**src/rtl/serial_sub_pkg.sv**
```systemverilog
// serial_sub_pkg: shared types and constants for the bit-serial subtractor.
//   state_t       - controller states (IDLE, SHIFT, DONE)
//   DEFAULT_WIDTH - default operand/result width
package serial_sub_pkg;

    typedef enum logic [1:0] {
        IDLE  = 2'd0,
        SHIFT = 2'd1,
        DONE  = 2'd2
    } state_t;

    localparam int DEFAULT_WIDTH = 8;

endpackage

```
**src/rtl/serial_sub_if.sv**
```systemverilog
// serial_sub_if: request/result bundle of the bit-serial subtractor.
//   master : drives start, a, b, bi; observes busy, done, d, bo (and ovf)
//   slave  : the subtractor side
// Optional macro SERIAL_SUB_SIGNED_EN adds the signed-overflow flag ovf.
interface serial_sub_if #(
    parameter int WIDTH = serial_sub_pkg::DEFAULT_WIDTH
);
    logic             start;
    logic [WIDTH-1:0] a;
    logic [WIDTH-1:0] b;
    logic             bi;
    logic             busy;
    logic             done;
    logic [WIDTH-1:0] d;
    logic             bo;
`ifdef SERIAL_SUB_SIGNED_EN
    logic             ovf;
`endif

    modport master (
        output start, a, b, bi,
        input  busy, done, d, bo
`ifdef SERIAL_SUB_SIGNED_EN
        , input ovf
`endif
    );

    modport slave (
        input  start, a, b, bi,
        output busy, done, d, bo
`ifdef SERIAL_SUB_SIGNED_EN
        , output ovf
`endif
    );

endinterface

```
**src/rtl/full_sub_cell.sv**
```systemverilog
// full_sub_cell: one-bit full subtractor, purely combinational.
//   a, b, bi : minuend bit, subtrahend bit, borrow in
//   d, bo    : difference bit, borrow out
module full_sub_cell (
    input  logic a,
    input  logic b,
    input  logic bi,
    output logic d,
    output logic bo
);

    assign d  = a ^ b ^ bi;
    // Borrow when a=0,b=1, or when a==b and a borrow is already pending.
    assign bo = (~a & b) | (~(a ^ b) & bi);

endmodule

```
**src/rtl/serial_sub.sv**
```systemverilog
// serial_sub: bit-serial subtractor, D = A - B - BI, one bit per clock, LSB
// first, WIDTH cycles per operation through a single full_sub_cell.
//   clk  - rising-edge clock
//   rst  - synchronous active-high reset
//   bus  - serial_sub_if.slave: start/a/b/bi in, busy/done/d/bo(/ovf) out
// Optional macro SERIAL_SUB_SIGNED_EN: adds ovf, two's-complement overflow
// of the operation, valid with done.
module serial_sub
    import serial_sub_pkg::*;
#(
    parameter int WIDTH = DEFAULT_WIDTH
) (
    input  logic          clk,
    input  logic          rst,
    serial_sub_if.slave   bus
);

    localparam int CNT_W = $clog2(WIDTH);
    localparam logic [CNT_W-1:0] CNT_LAST = CNT_W'(WIDTH - 1);

    state_t           state;
    logic [WIDTH-1:0] sa;
    logic [WIDTH-1:0] sb;
    logic             br;
    logic [CNT_W-1:0] cnt;
    logic [WIDTH-1:0] d_q;
    logic             bo_q;
    logic             busy_q;
    logic             done_q;
    logic             cell_d;
    logic             cell_bo;
`ifdef SERIAL_SUB_SIGNED_EN
    logic             ovf_q;
`endif

    full_sub_cell u_cell (
        .a  (sa[0]),
        .b  (sb[0]),
        .bi (br),
        .d  (cell_d),
        .bo (cell_bo)
    );

    always_ff @(posedge clk) begin
        if (rst) begin
            state  <= IDLE;
            sa     <= '0;
            sb     <= '0;
            br     <= 1'b0;
            cnt    <= '0;
            d_q    <= '0;
            bo_q   <= 1'b0;
            busy_q <= 1'b0;
            done_q <= 1'b0;
`ifdef SERIAL_SUB_SIGNED_EN
            ovf_q  <= 1'b0;
`endif
        end else begin
            case (state)
                IDLE, DONE: begin
                    done_q <= 1'b0;
                    if (bus.start) begin
                        sa     <= bus.a;
                        sb     <= bus.b;
                        br     <= bus.bi;
                        cnt    <= '0;
                        d_q    <= '0;
                        busy_q <= 1'b1;
`ifdef SERIAL_SUB_SIGNED_EN
                        ovf_q  <= 1'b0;
`endif
                        state  <= SHIFT;
                    end else begin
                        state  <= IDLE;
                    end
                end
                SHIFT: begin
                    // Result fills from the MSB end so after WIDTH shifts
                    // bit 0 sits in d[0].
                    d_q <= {cell_d, d_q[WIDTH-1:1]};
                    sa  <= sa >> 1;
                    sb  <= sb >> 1;
                    br  <= cell_bo;
                    if (cnt == CNT_LAST) begin
                        bo_q   <= cell_bo;
                        busy_q <= 1'b0;
                        done_q <= 1'b1;
`ifdef SERIAL_SUB_SIGNED_EN
                        // br still holds the borrow into the MSB here.
                        ovf_q  <= br ^ cell_bo;
`endif
                        state  <= DONE;
                    end else begin
                        cnt <= cnt + 1'b1;
                    end
                end
                default: state <= IDLE;
            endcase
        end
    end

    assign bus.busy = busy_q;
    assign bus.done = done_q;
    assign bus.d    = d_q;
    assign bus.bo   = bo_q;
`ifdef SERIAL_SUB_SIGNED_EN
    assign bus.ovf  = ovf_q;
`endif

endmodule
```
**src/flat_wrapper.sv**
```systemverilog
// flat-port wrapper written by rule: the top's interface ports become plain ports
module serial_sub_flat import serial_sub_pkg::*;
#(
    parameter int WIDTH = DEFAULT_WIDTH
)
  (clk, rst, bus_start, bus_a, bus_b, bus_bi, bus_busy, bus_done, bus_d, bus_bo);
  serial_sub_if #(.WIDTH(WIDTH)) bus_i ();
  input  logic clk;
  input  logic rst;
  input wire logic [$bits(bus_i.start)-1:0] bus_start;
  input wire logic [$bits(bus_i.a)-1:0] bus_a;
  input wire logic [$bits(bus_i.b)-1:0] bus_b;
  input wire logic [$bits(bus_i.bi)-1:0] bus_bi;
  output wire logic [$bits(bus_i.busy)-1:0] bus_busy;
  output wire logic [$bits(bus_i.done)-1:0] bus_done;
  output wire logic [$bits(bus_i.d)-1:0] bus_d;
  output wire logic [$bits(bus_i.bo)-1:0] bus_bo;
  assign bus_i.start = bus_start;
  assign bus_i.a = bus_a;
  assign bus_i.b = bus_b;
  assign bus_i.bi = bus_bi;
  assign bus_busy = bus_i.busy;
  assign bus_done = bus_i.done;
  assign bus_d = bus_i.d;
  assign bus_bo = bus_i.bo;
  serial_sub #(.WIDTH(WIDTH)) u_core (.clk(clk), .rst(rst), .bus(bus_i));
endmodule
```
**config.mk**
```make
export PLATFORM = sky130hd
export DESIGN_NAME = serial_sub_flat
export DESIGN_NICKNAME = d
export VERILOG_FILES = /design/src/rtl/serial_sub_pkg.sv /design/src/rtl/serial_sub_if.sv /design/src/rtl/full_sub_cell.sv /design/src/rtl/serial_sub.sv /design/src/flat_wrapper.sv
export SDC_FILE = /design/constraint.sdc
export NUM_CORES = 1
export LEC_CHECK = 0
export BUFFER_PORTS_ARGS = -buffer_cell sky130_fd_sc_hd__buf_2
export CORE_UTILIZATION = 47
export CTS_CLUSTER_SIZE = 16
export DETAILED_ROUTE_END_ITERATION = 10
export PLACE_DENSITY = 0.74
export SLEW_MARGIN = 20
export SYNTH_ARGS = -nofsm -noshare
export SYNTH_HDL_FRONTEND = slang
export SYNTH_SLANG_ARGS = --single-unit
```
**constraint.sdc**
```tcl
create_clock -name clk -period 1.51 [get_ports clk]
set_clock_uncertainty 0.2 [all_clocks]
set_input_delay 0.151 -clock clk [delete_from_list [all_inputs] [get_ports clk]]
set_output_delay 0.151 -clock clk [all_outputs]
set_load 0.02 [all_outputs]
```
==> results.md, run 1 <==
STA:
- The highest attainable clock frequency is 650.8 MHz.
- Headroom to the max-slew limit came out at 82.71%.
- The smallest clock period supported by the final layout is computed as 1.537 ns.
- After layout, the worst setup slack is -0.02657 ns.
- Setup violations remaining at the end of the flow were counted as 3.
- The final-report hold violation count was 0.
- The number of pins exceeding their max-slew limit in the final report is 0.
- Dividing the final minimum period by the clock period gives 101.8%.
- For the pin with the worst max-slew slack, the measured transition is 0.2582 ns.
- Setup repair after global routing could not meet its margin everywhere.

Drt:
- For this block, the routed nets add up to 3427 um of wire.
- The routed via count is 1321.
- For this run, design rule violations remaining after detail routing come to 0.
- In this run the remaining antenna-violating nets after routing total 0.
- The pre-antenna-repair detailed-routing pass consisted of 4 iterations.
- The final routed wire length divided by cell count is 14.28 um.
- Dividing the detail-routed via count by the number of cells gives 5.504.
- For this block, the initial DRC count from the detailed router was 36.

Synthesis:
- Counting every net in the synthesized netlist gives 175.
- The mux cell area share after synthesis is 0%.
- The post-synthesis area per instance is 8.972 sq um.
- After technology mapping, the gate count stands at 152.
- The synthesized flop and latch total is 33.
- The cell area that synthesis handed to floorplanning was 1364 sq um.
- Summing the areas of all and, or, nand and nor instances in the mapped netlist gives 23.39% of the synthesized area.
- The distinct cell type count of the synthesized netlist is 23.
- The sequential-to-total area share from yosys stat is 48.44%.
- The synthesized-area fraction occupied by ao, oa, aoi and oai cells is 16.06%.
- The number of warnings reported in the yosys synthesis log is 0.
- The main combinational cell family by area after synthesis is simple AND/OR/NAND/NOR gates.
- The share of synthesized cell area in full adder, half adder and majority cells is 3.303%.
- Summing the areas of all xor and xnor instances in the mapped netlist gives 0% of the synthesized area.

Critical path:
- The peak fanout along the critical path is 4.
- The critical path goes through ha_4 > ha_4 > or3b_4 > nand3_2 > a21oi_1.
- By startpoint and endpoint, the worst setup path is classified as reg2reg.
- The cell repeated most along the worst path is ha_4.
- On the worst path, the slowest cell contributes a delay of 0.41 ns.
- The slowest cell on the critical path is or3b_4.
- The critical path capture point type is a flip-flop.
- The cell family contributing the most delay on the critical path is simple AND/OR/NAND/NOR gates.
- The arrival time of the worst setup path is 1.57 ns.
- The critical path contains buffers and inverters numbering 0 combined.
- For the worst setup path, the data required time is 1.54 ns.
- STA classifies the critical path startpoint as a flip-flop.

CTS:
- The clock transition at the register clock pins on the worst setup and hold paths after CTS is 0.10 ns.
- The master cell of the clock root buffer is clkbuf_4.
- The clock tree from TritonCTS is done.
- At the later pin of the worst-skew pair, clock insertion delay measures 0.34 ns.
- The number of clock buffers inserted by TritonCTS is 5.
- CTS built an H-tree with a depth of 2.
- No sink is reached through more buffers than the 2 on the longest clock path.
- The clock net in this run drives a total of 33 sinks.

Hold path:
- The type of the worst min-delay path is in2reg.

Final layout:
- The multi-input combinational cells in the finished layout cover a total of 653.1 sq um.
- 0 antenna diodes ended up in the layout.
- The non-filler instance count after layout is 240.
- The net count of the finished layout is 231.
- In the final layout, the share of cells above drive strength 1 is 34.45%.
- The register cell area after layout is 664.4 sq um.
- Relative to the synthesized area, the layout overhead comes to 40.73%.
- Cells fill 69.60% of the core in the end.
- Leaving out fill and tap cells, the most frequent cells in the layout are buf_2 (30), dfxtp_1 (30), nor3_1 (25), dlygate4sd3_1 (18).
- The fill cell instance count of the final layout is 222.

GRT:
- The largest net degree at the start of global routing is 34.
- In the global route stage, overall resource usage came out at 23.24%.
- The first-pass GRT wire length is 5533 um.
- The via count of the first global-routing pass is 1254.
- For this run the aggregate overflow at the end of global routing stands at 0.
- The number of antenna violations at the first check in global routing is 0.

Power:
- Power comes to 1.998 mW.
- Dividing total power by cell area gives a power density of 1041 nW/um^2.
- The share of total power dissipated in the clock network is 34.6%.
- Combinational logic is responsible for 17.3% of the overall power.
- The portion of total power attributed to sequential cells is 48.1%.
- Summed over all cells, the static leakage comes to 0.7644 nW.
- Of the total power, the share spent switching nets is 25.20%.
- The worst ir drop on vdd is 0.8338 mV.
- The switching power summed over all nets is 0.5035 mW.
- Cell internal power was estimated by the tool at 1.495 mW.

Floorplan:
- The starting utilization of the core area is 49.46%.
- The die covers 3121 sq um.
- The standard-cell row count is 19.
- The number of top-level pins is 31.
- The total area inside the core boundary comes to 2758 sq um.
- The floorplan step set the die width to 55.87 um.
- The die is 55.87 um tall.

Flow run:
- The tool flagged a number of max-cap violations equal to 0.

Placed design:
- The final weighted congestion of routability-driven global placement is 0.7611.
- The placed instance count is 212.
- Timing analysis after detailed placement gives a worst setup slack of -0.1051 ns.
- After legalization and detailed placement, the total HPWL measured 2127 um.
- The count of port buffers added during placement is 30.

Outcome:
- The flow ran to the end, but the final reports show violations.
- The checks that failed: setup timing.
layout make-up:
cell class | count | share of cell area, %
Timing Repair Buffer | 64 | 24.32
Clock inverter | 1 | 1.565
Clock buffer | 7 | 2.868
Sequential cell | 33 | 34.62
Multi-Input combinational cell | 101 | 34.03
Inverter | 3 | 0.5867
Tap cell | 31 | 2.021
flip-flops by register name, summed over array words and instances (netlist names):
name and cells:
u_core.sa 8, u_core.state 2, u_core.bus.bo 1, u_core.sb 8, u_core.bus.d 8, u_core.cnt 3
u_core.bus.done 1, u_core.bus.busy 1, u_core.br 1
worst min-delay path: cells and delay by family:
| family | cells | cell delay [ns] |
|---|---|---|
| AO/OA/AOI/OAI | 1 | 0.14 |
| AND/OR/NAND/NOR | 2 | 0.17 |
| buffers and inverters | 1 | 0.10 |
per-layer routing:
layer  track usage (%)  vias to the layer above  routed length, um
met5                 0                        -                  0
met1             26.00                      620               1421
met3             7.209                        9                147
met2             40.96                       38               1771
met4             9.408                        0                 87
li1                  -                      654                  -
path summary, 6_finish.rpt:
kind                           to  cells after the start  slack, ns       startpoint
setup / recovery    u_core.cnt[1]                      5      -0.03    u_core.cnt[1]
hold / removal       u_core.sa[5]                      4       0.07        bus_start
setup reg to reg    u_core.cnt[1]                      5      -0.03    u_core.cnt[1]
hold reg to reg   u_core.bus.d[2]                      2       0.27  u_core.bus.d[3]
cell families after synthesis:
| family | count (synthesis) |
|---|---|
| simple gates | 63 |
| compound gates | 35 |
| flops | 33 |
| buf+inv | 18 |
| fa+ha+maj | 3 |
metrics by stage:
stage | instance area, sq um | setup TNS (ns) | hold slack (ns)
2_1_floorplan | 1381 | 0 | 0.08701
3_3_place_gp | 1579 | 0 | 0.2032
3_5_place_dp | 1579 | -0.2688 | 0.2055
4_1_cts | 1899 | -0.03567 | 0.06183
5_1_grt | 1919 | -0.6691 | 0.08705
6_report | 1919 | -0.07268 | 0.07169
power by group through the flow:
stage / Sequential [mW] / Combinational [mW] / Clock (mW)
2_1_floorplan: 0.975 / 0.213 / 0
3_3_place_gp: 0.974 / 0.281 / 0
5_1_grt: 0.968 / 0.377 / 0.734
3_5_place_dp: 0.978 / 0.295 / 0
4_1_cts: 0.960 / 0.340 / 0.702
6_report: 0.961 / 0.345 / 0.692
synthesized netlist by cell type:
master     count  share of area [%]
dfxtp_1       33                 48
a21oi_1       17                6.2
nand2b_1       2               0.92
nor2b_1        2               0.92
nand2_1       13                3.6
inv_1          3               0.83
a311oi_2       2                2.2
buf_2          3                1.1
a211oi_1       1               0.55
nor3b_1        2                1.1
nand2b_2       1               0.64
nor3_1        25                9.2
o22ai_1       14                6.4
nand3_1       14                5.1
buf_4          3                1.7
fa_1           1                1.5
or3b_1         1               0.64
clkbuf_1       4                1.1
nor3_2         1               0.73
nor2_1         2               0.55
a2bb2oi_1      1               0.64
ha_1           2                1.8
buf_6          5                4.1
repair_timing:
item / 4_1_cts / 5_1_grt
hold buffers: 18 / 0
hold endpoints to repair: 22 / 0
setup endpoints to repair: 3 / 32
gates resized for setup: 9 / 6
buffers inserted: 2 / 0
pin swaps: 6 / 2
Note: power is estimated with default switching activity, not from simulation.
==> inputs of run 2 (changes only) <==
- GPL_TIMING_DRIVEN: unset -> 0
==> run 2 against run 1 <==
  * The flow finishes with violations (hold timing, setup timing)
  * Sequential power is essentially flat
  * Sequential share of layout area grew 1.1 points
  * Non-clock buffer count grew 1
  * Clock power shrank 27%
  * Die area is the same
  * Global-route usage shrank 0.22 points
  * Worst hold slack lost 0.078 ns
  * Register-to-register slack is essentially flat
  * Largest cell class unchanged
==> results.md, run 2 (synthesized netlist as in run 1, its figures left out) <==
Outcome:
- The flow ran to the end, but the final reports show violations.
- The final reports fail on hold timing, setup timing.

Drt:
- The detailed-routing iteration count for the pre-antenna-repair pass is 4 (unchanged).
- The violation count after the first detailed-route iteration is 80 (+120%).
- The routed via count is 1294 (-2.0%).
- The final routed wire length divided by cell count is 13.57 um (-5.0%).
- The antenna violation net count after detailed routing is 0 (unchanged).
- The wire length reported by the detailed router is 3257 um (-5.0%).
- The count of unresolved DRC violations after routing is 0 (unchanged).
- The via density per instance is 5.392 (-2.0%).

Final layout:
- In the layout the commonest cells are buf_2 (32), dfxtp_1 (31), nor3_1 (25), dlygate4sd3_1 (17), a21oi_1 (16).
- The fill cell instance count of the final layout is 245 (+10%).
- Leaving out fill and tap cells, the most frequent cell in the layout is buf_2.
- The non-filler instance count after layout is 240 (unchanged).
- The count of antenna diodes in the layout is 0 (unchanged).
- Relative to the synthesized area, the layout overhead comes to 36.15%.
- The share of the core filled with cells in the final layout was 67.33% (-2.3 points).
- The share of post-route cells with drive strength above 1 is 30.62% (-3.8 points).
- The net count of the finished layout was 232 (+0.43%).

STA:
- The setup slack after layout was -0.01758 ns (+0.008987 ns).
- Setup repair after global routing could not meet its margin everywhere.
- The number of pins exceeding their max-slew limit in the final report came to 0 (unchanged).
- The final critical-path share of the clock period is 101.2% (-0.60 points).
- The number of failing setup endpoints in the final timing report was 3 (unchanged).
- The final-report hold violation count is 1 (+1).
- The transition time of the tightest slew-check pin is 0.4707 ns (+0.2125 ns).
- The relative slew slack came to 68.62% (-14 points).
- The time the final worst path needs with I/O delays and setup came to 1.528 ns (-0.008987 ns).
- The worst hold slack was -0.006221 ns (-0.07791 ns).
- The highest attainable clock frequency is 654.6 MHz (+0.59%).

CTS:
- The number of clock buffers inserted by TritonCTS is 5 (unchanged).
- The worst-skew pair later-pin latency is 0.34 ns (about the same).
- The number of clock sinks is 33 (unchanged).
- The clock transition at the register clock pins on the worst setup and hold paths after CTS is 0.10 ns (about the same).
- TritonCTS built the clock tree.
- The maximum buffer depth of the clock tree is 2 (unchanged).
- The number of levels in the clock H-tree was 2 (unchanged).
- The master cell of the clock root buffer is clkbuf_4.

Power:
- The portion of total power attributed to sequential cells is 53.1% (+5.0 points).
- The worst ir drop on vdd was 0.7440 mV (-11%).
- The static power due to leakage is 0.7391 nW (-3.3%).
- The design internal power came to 1.315 mW (-12%).
- The total power density per cell area is 971.0 nW/um^2 (-6.7%).
- The switching part of the total power is 27.06% (+1.9 points).
- The part of the total power dissipated in the clock network is 27.9% (-6.7 points).
- The total chip power is 1.803 mW (-9.8%).
- The switching power summed over all nets came to 0.4879 mW (-3.1%).
- The portion of total power attributed to combinational logic came to 18.9% (+1.6 points).

GRT:
- The total grt overflow was 0 (unchanged).
- The via count of the first global-routing pass is 1284 (+2.4%).
- The global-route total usage across every layer came to 23.02% (-0.22 points).
- The first-pass GRT wire length is 5547 um (+0.25%).
- The largest net degree at the start of global routing is 11 (-68%).
- The number of antenna violations at the first check in global routing is 0 (unchanged).

Critical path:
- The largest stage delay on the critical path was 0.41 ns (about the same).
- The signal on the critical path passes through ha_4 > ha_4 > or3b_4 > nand3_2 > a21oi_1.
- The class of the most critical setup path is reg2reg.
- The arrival time of the worst setup path came to 1.53 ns (-0.04 ns).
- The slowest cell on the critical path is or3b_4.
- The startpoint identified for the worst register-to-register timing path is u_core.cnt[1].
- STA classifies the critical path endpoint as a flip-flop.
- The startpoint type of the worst setup path is a flip-flop.
- The peak fanout along the critical path is 4 (unchanged).
- The source of the critical timing path is u_core.cnt[1].
- The endpoint required time on the critical path is 1.51 ns (-0.03 ns).
- The cell repeated most along the worst path is ha_4.

Placed design:
- The placed wire-length estimate after detailed placement is 2177 um (+2.4%).
- The count of port buffers added during placement was 29 (-3.3%).
- The final weighted congestion of routability-driven global placement came to 0.7536 (-0.99%).
- The placed instance count was 212 (unchanged).

Floorplan:
- The y dimension of the die came to 55.87 um (unchanged).
- The starting utilization of the core area is 49.46% (unchanged).
- The number of top-level pins is 31 (unchanged).
- The horizontal die dimension is 55.87 um (unchanged).
- The area enclosed by the die boundary is 3121 sq um (unchanged).
- The area inside the core boundary was 2758 sq um (unchanged).
- The standard-cell row count is 19 (unchanged).

Hold path:
- The startpoint identified for the worst hold timing path is rst.
- In this run the worst hold path is classified as in2reg.

Flow run:
- The max-cap check violation count is 0 (unchanged).
==> run 2: changes by cell type in the layout (fill, tap and decap cells not counted), moves of 2 or more <==
cell      delta
buf_2        +2
buf_4        -7
a21oi_1      +2
a21oi_2      -2
clkbuf_1     +4
buf_6        +4
==> run 2: metrics by stage <==
step,area [sq um],hold slack (ns),TNS (ns),setup WS [ns]
global route,1857,0.03535,-0.2250,-0.06788
floorplan,1381,0.08701,0,0.007548
global placement,1565,0.2039,-0.09652,-0.03385
finish,1857,-0.006221,-0.04124,-0.01758
detailed placement,1565,0.2006,-0.1975,-0.07137
CTS,1852,0.0006256,-0.1122,-0.03893
==> run 2: worst paths after layout <==
path,to,slack [ns],cells after the start
min reg2reg,u_core.br,0.27,2
max reg2reg,u_core.cnt[0],-0.02,5
min,u_core.sb[0],-0.006,2
max,u_core.cnt[0],-0.02,5
==> run 2: critical path: cells and delay by family, from the launching register on <==
kind / cells / cell delay, ns
DFF: 1 / 0.34
AOI/OAI and AO/OA: 1 / 0.06
and+or+nand+nor: 2 / 0.48
adders and majority gates: 2 / 0.32
==> run 2: routing by layer <==
layer	vias up	wire, um	track usage [%]
li1	664	-	-
met1	586	1451	27.56
met2	36	1585	38.90
met3	8	161	5.581
met4	0	59	10.80
met5	-	0	0
==> run 2: cell type report <==
class                   instances  area (sq um)  area share (%)
multi-input cells             101         634.4           34.16
flip-flops and latches         33         663.1           35.71
clock buffers                   7         55.05           2.965
repair buffers                 50         345.3           18.60
well taps                      31         38.79           2.089
plain buffers                  15         108.9           5.863
inverters                       3         11.26          0.6065
==> run 2: repair_timing <==
item                                   CTS  global route
setup endpoints to repair                4             5
pin swaps                                6             3
endpoints found under the hold margin   17             0
setup buffers                            4             0
hold buffers                            17             0
resized for setup                        7             1
==> run 2: power groups by stage <==
stage	clock network, mW	registers, mW	logic, mW
after floorplan	0	0.975	0.213
after global placement	0	0.975	0.285
after detailed placement	0	0.977	0.297
after CTS	0.516	0.959	0.341
after global routing	0.549	0.966	0.375
final	0.504	0.958	0.341
